## src/rtl/jk_seq_driver.sv

```systemverilog
// jk_seq_driver: J/K sequencer for an external modulo-MODULUS up/down JK bank; `GRAY_SEQ_EN selects a Gray-coded sequence
module jk_seq_driver #(
  parameter int WIDTH = 4,
  parameter int MODULUS = 10
) (
  input  logic             clk,
  input  logic             rst,
  input  logic             en,
  input  logic             up,
  input  logic             load,
  input  logic [WIDTH-1:0] load_val,
  input  logic [WIDTH-1:0] q_fb,
  output logic [WIDTH-1:0] j,
  output logic [WIDTH-1:0] k,
  output logic [WIDTH-1:0] exp_q,
  output logic             tc,
  output logic             err
);
  typedef enum logic [1:0] {IDLE, RUN, ERR} state_t;
  localparam logic [WIDTH-1:0] LAST = WIDTH'(MODULUS - 1);
  state_t state;
  logic [WIDTH-1:0] cur, lidx, ltgt, nidx, tgt;
  logic step, mismatch, drive, upd;
`ifdef GRAY_SEQ_EN
  logic [WIDTH-1:0] idx;
  function automatic logic [WIDTH-1:0] g2b(input logic [WIDTH-1:0] g);
    logic [WIDTH-1:0] b;
    b[WIDTH-1] = g[WIDTH-1];
    for (int i = WIDTH - 2; i >= 0; i--) b[i] = b[i+1] ^ g[i];
    return b;
  endfunction
  assign cur  = idx;
  assign lidx = g2b(load_val);
  assign tgt  = nidx ^ (nidx >> 1);
`else
  assign cur  = exp_q;
  assign lidx = load_val;
  assign tgt  = nidx;
`endif
  // next index selection, mismatch detection and JK excitation toward the target
  always_comb begin
    step     = state == RUN && en && !load;
    mismatch = state == RUN && !load && q_fb != exp_q;
    drive    = !rst && (load || state == RUN);
    upd      = load || (step && !mismatch);
    ltgt     = int'(lidx) >= MODULUS ? '0 : lidx;
    nidx     = load ? ltgt
             : step ? (up ? (cur == LAST ? '0 : cur + 1'b1) : (cur == '0 ? LAST : cur - 1'b1))
             : cur;
    j        = drive ? tgt & ~q_fb : '0;
    k        = drive ? ~tgt & q_fb : '0;
    tc       = step && (up ? cur == LAST : cur == '0);
  end
  // control FSM with the registered bank model and sticky error flag
  always_ff @(posedge clk or posedge rst) begin
    if (rst) begin
      state <= IDLE;
      exp_q <= '0;
      err   <= 1'b0;
    end else if (load) begin
      state <= RUN;
      exp_q <= tgt;
      err   <= 1'b0;
    end else if (mismatch) begin
      state <= ERR;
      err   <= 1'b1;
    end else if (step) begin
      exp_q <= tgt;
    end
  end
`ifdef GRAY_SEQ_EN
  // binary index behind the Gray-coded model, advanced alongside exp_q
  always_ff @(posedge clk or posedge rst) begin
    if (rst) idx <= '0;
    else if (upd) idx <= nidx;
  end
`endif
endmodule

```

## config.mk

```make
export PLATFORM = sky130hd
export DESIGN_NAME = jk_seq_driver
export DESIGN_NICKNAME = d
export VERILOG_FILES = /design/src/rtl/jk_seq_driver.sv
export SDC_FILE = /design/constraint.sdc
export NUM_CORES = 1
export LEC_CHECK = 0
export ABC_AREA = 1
export CAP_MARGIN = 20
export CORE_ASPECT_RATIO = 1.1
export CORE_UTILIZATION = 45
export CTS_BUF_LIST = sky130_fd_sc_hd__clkbuf_8
export DETAILED_ROUTE_END_ITERATION = 8
export GPL_ROUTABILITY_DRIVEN = 0
export PLACE_DENSITY = 0.78
export REMOVE_ABC_BUFFERS = 1
export SYNTH_ARGS = -nofsm -noshare
export SYNTH_HDL_FRONTEND = slang
export SYNTH_SLANG_ARGS = --single-unit
```

## constraint.sdc

```tcl
create_clock -name clk -period 1.66 [get_ports clk]
set_clock_uncertainty 0.2 [all_clocks]
set_input_delay 0.332 -clock clk [delete_from_list [all_inputs] [get_ports clk]]
set_output_delay 0.332 -clock clk [all_outputs]
set_load 0.02 [all_outputs]
```

==> out/metrics.csv, run 1 <==
metric,value,unit
Synth Area in Adders,0,%
Post-Synth XOR/XNOR Area,4.75,%
global route overflow,18,
main combinational cell family by area after synthesis,simple AND/OR/NAND/NOR gates,
Synth Cell Area,738,sq um
row count,14,
All-Layer GR Usage,72.0,%
Mapped Cells,122,
Starting Density,50.8,%
hold bufs inserted after CTS,0,
I/O Pins,27,
H-Tree Depth,1,
largest net degree at the start of global routing,8,
outcome,aborted with a tool error,
worst setup endpoint GRT,j[3],
Yosys cell types,22,
DPL Wire Length,1.76,mm
warnings from Yosys,0,
Worst EP Category,top-level output,
Die H,44.5,um
Synth Area in Simple Gates,45.9,%
compound-gate portion of the synthesized area,14.7,%
Die Wd,40.6,um
Placed Cells incl. Taps,187,
First Err,[ERROR GRT-0232] Routing congestion too high. Check the congestion heatmap in the GUI.,
"flops & latches, synth",6,
Failed at,global routing (5_1_grt),
clock root cell,clkbuf_8,
"Seq/Total Area, Yosys",20.3,%
cts bufs inserted,3,
CTS sink cnt,6,
IO Port Bufs,26,
mux contribution to synthesized area,0,%
clock buffer depth,2,
syn avg cell area,6.05,sq um
==> logic make-up after synthesis <==
kind of cell           after synthesis
buffers and inverters               22
flip-flops                           6
AO/OA/AOI/OAI                       15
AND/OR/NAND/NOR                     75
XOR/XNOR                             4
==> layer usage <==
metal | GRT overflow | track usage [%]
met5 | 0 | 0
met2 | 11 | 88.3
met1 | 0 | 74.5
met4 | 7 | 77.3
met3 | 0 | 48.2
==> stage by stage <==
step / hold slack (ps) / setup slack, ps / TNS (ps) / instance area [sq um]
floorplan: -77.0 / -319 / -2160 / 704
global placement: 282 / -964 / -9890 / 1180
detailed placement: 297 / -1050 / -10470 / 1180
CTS: 231 / -379 / -3090 / 1310
==> cells in the mapped netlist <==
master	count	area, sq um
nand2_1	44	165
inv_1	15	56.3
nor2_1	14	52.6
nand3_1	7	35.0
dfrtp_1	6	150
o21ai_0	5	25.0
inv_2	4	15.0
nand2_2	4	25.0
xor2_1	4	35.0
buf_6	3	33.8
a21oi_1	2	10.0
a21oi_2	2	17.5
nor2_4	2	22.5
or2_0	2	12.5
a211oi_1	1	7.51
a21boi_2	1	11.3
a21oi_4	1	16.3
nand4_1	1	6.26
nor2_8	1	20.0
o211ai_1	1	7.51
o21ai_1	1	5.00
o21ai_2	1	8.76
==> timing repair <==
item                       in CTS
hold endpoints to repair        0
resized for setup              91
setup endpoints to repair      19
pin swaps                      12
buffers inserted                7
cloned                          0
==> run 2: changes to the inputs <==
- CORE_AREA: default -> 2 2 63 65
- CORE_ASPECT_RATIO: 1.1 -> default
- CORE_UTILIZATION: 45 -> default
- CTS_BUF_LIST: sky130_fd_sc_hd__clkbuf_8 -> default
- DIE_AREA: default -> 0 0 65 67
- PLACE_DENSITY: 0.78 -> default
- PLACE_DENSITY_LB_ADDON: default -> 0.15
==> run 2 against run 1 <==
Compared with the run above:
- the flow now finishes, with violations (setup timing)
- synthesized cell count unchanged
- area after synthesis stayed put
==> out/metrics.csv, run 2 <==
metric,value,unit
max_slew headroom,83.8,%
first-pass GRT wire length,3.89,mm
Mapped Cells,122,
syn avg cell area,6.05,sq um
"Area growth, synth to finish",107,%
Setup crit start kind,flip-flop,
Die H,67,um
largest reg by FF count,exp_q,
Skew-Pair Late Insertion Delay,220,ps
most numerous cell in the Yosys netlist,nand2_1,
largest net degree at the start of global routing,8,
fin crit period,2050,ps
Pins Over Slew Limit,0,
outcome,finished with violations,
Final Hold Vio Count,0,
hold bufs inserted after CTS,0,
failing checks,setup timing,
Regs by FF count,"exp_q (4), state (2)",
ANT nets after route,0,
drt total wl,2.39,mm
fin area,1530,sq um
grt met3 use,1.35,%
DRC viols,0,
Synth area leader,nand2_1,
"Top FF cell, synth",dfrtp_1,
Core Area,3610,sq um
layout cells sized above 1,55.6,%
Placed Cells incl. Taps,228,
clock buffer depth,2,
I/O Pins,27,
Placed Area,1290,sq um
Crit. End Element,output port,
most instantiated cells after synthesis,"nand2_1, inv_1, nor2_1",
critical path data arrival time,1510,ps
top achievable clock speed,489,MHz
warnings from Yosys,0,
max FFs per register,4,
worst hold path class,input port to asynchronous set/reset pin,
row count,22,
Die Wd,65,um
Yosys cell types,22,
n_diodes,0,
top-area cell type share of the netlist area,22.4,%
antenna violations before repair,0,
"Req. time, crit path",1130,ps
Max Cap Viol,0,
Post-synth EDFFs,0,
cts bufs inserted,3,
Setup Viol. Count Final,14,
mean routed wirelength per cell,9.80,um
All-Layer GR Usage,11.5,%
"most common cell after layout, fill and taps aside",buf_4,
final std cells w/o fill,244,
CP max FO,5,
drt via density,3.99,
peak supply drop,351,uV
"top cells by area, synth","nand2_1, dfrtp_1, inv_1",
DPL Wire Length,1.92,mm
Starting Density,20.5,%
most frequent cells in the layout,"buf_4, nand2_1, buf_6",
RSZ-0062 raised after global routing,true,
crit path kind,flip-flop to output port,
Top Usage Layer GRT,met2,
fraction of the cycle the final worst path needs,123,%
final setup margin,-385,ps
IO Port Bufs,26,
CTS tree,yes,
Leakage,0.000820,uW
H-Tree Depth,1,
CTS sink cnt,6,
"flops & latches, synth",6,
met1 Track Usage GR,13.6,%
met2 global-route usage,20.9,%
Slew @ Worst Pin,243,ps
clock root cell,clkbuf_8,
vias,974,
Power Density,841,nW/um^2
global route overflow,0,
Synth Cell Area,738,sq um
die footprint,4360,sq um
clock-pin slew of the registers on the worst-case setup and hold paths,30,ps
Pre-antenna DRT Iters,4,
Final nets,211,
"Seq/Total Area, Yosys",20.3,%
vias in the first global route,934,
Initial DRC Count,15,
Post-synth ARST share,100,%
## run 2: timing repair
item                                    CTS  global route
endpoints found under the setup margin   19            17
buffers inserted                         17             0
endpoints found under the hold margin     0             0
pin swaps                                19             9
resized for setup                       105            15
## run 2: final timing paths
kind	start	to	slack (ps)	cells after the start
max	exp_q[1]	k[3]	-390	11
min	rst	state[1]	210	2
max reg2reg	exp_q[1]	exp_q[2]	-180	13
min reg2reg	state[0]	state[0]	330	2
max in group asynchronous	rst	exp_q[3]	840	2
min in group clk	state[0]	state[0]	330	2
## run 2: critical path: stages, from the launching register on
cell and delay, ps:
dfrtp_2 410, buf_12 140, nor2_8 110, nand2_1 60
nand2_1 60, nand2_1 50, nand2_1 50, nand2_1 60
nand2_2 80, nand2_2 60, nor2_1 80, buf_4 140
## run 2: kinds of logic after synthesis
group                  after synthesis  share of synthesized area [%]
AND/OR/NAND/NOR                     75                           45.9
buffers and inverters               22                           14.2
AO/OA/AOI/OAI                       15                           14.7
flip-flops                           6                           20.3
XOR/XNOR                             4                           4.75
## run 2: per-layer routing
metal / vias to the layer above / wire (um)
li1: 521 / -
met4: 0 / 32
met3: 4 / 88
met1: 431 / 1050
met5: - / 0
met2: 18 / 1220
## run 2: cell type report
class                           instances  area, sq um
Clock buffer                            3         41.3
Fill cell                             382         2070
Inverter                               19         76.3
Multi-Input combinational cell         94          568
Sequential cell                         6          154
Tap cell                               48         60.1
Timing Repair Buffer                   74          632
## run 2: per-stage QoR
stage                     setup WS [ps]  total power, uW  hold WS, ps  TNS [ps]  util [%]
after CTS                          -411             1280          223     -3540      41.6
after global placement            -1090              942          280    -11030      35.7
after detailed placement          -1100              941          306    -11120      35.7
after floorplan                    -319              570        -77.0     -2160         -
final                              -385             1290          214     -3320      42.5
after global routing               -514             1380          254     -4680      42.5
## run 2: where the power goes
part           leakage (uW)  switching (uW)  internal [uW]
sequential        0.0000717            39.3            180
clock             0.0000216            55.9            155
combinational      0.000727             419            437
Note: power is estimated with default switching activity, not from simulation.
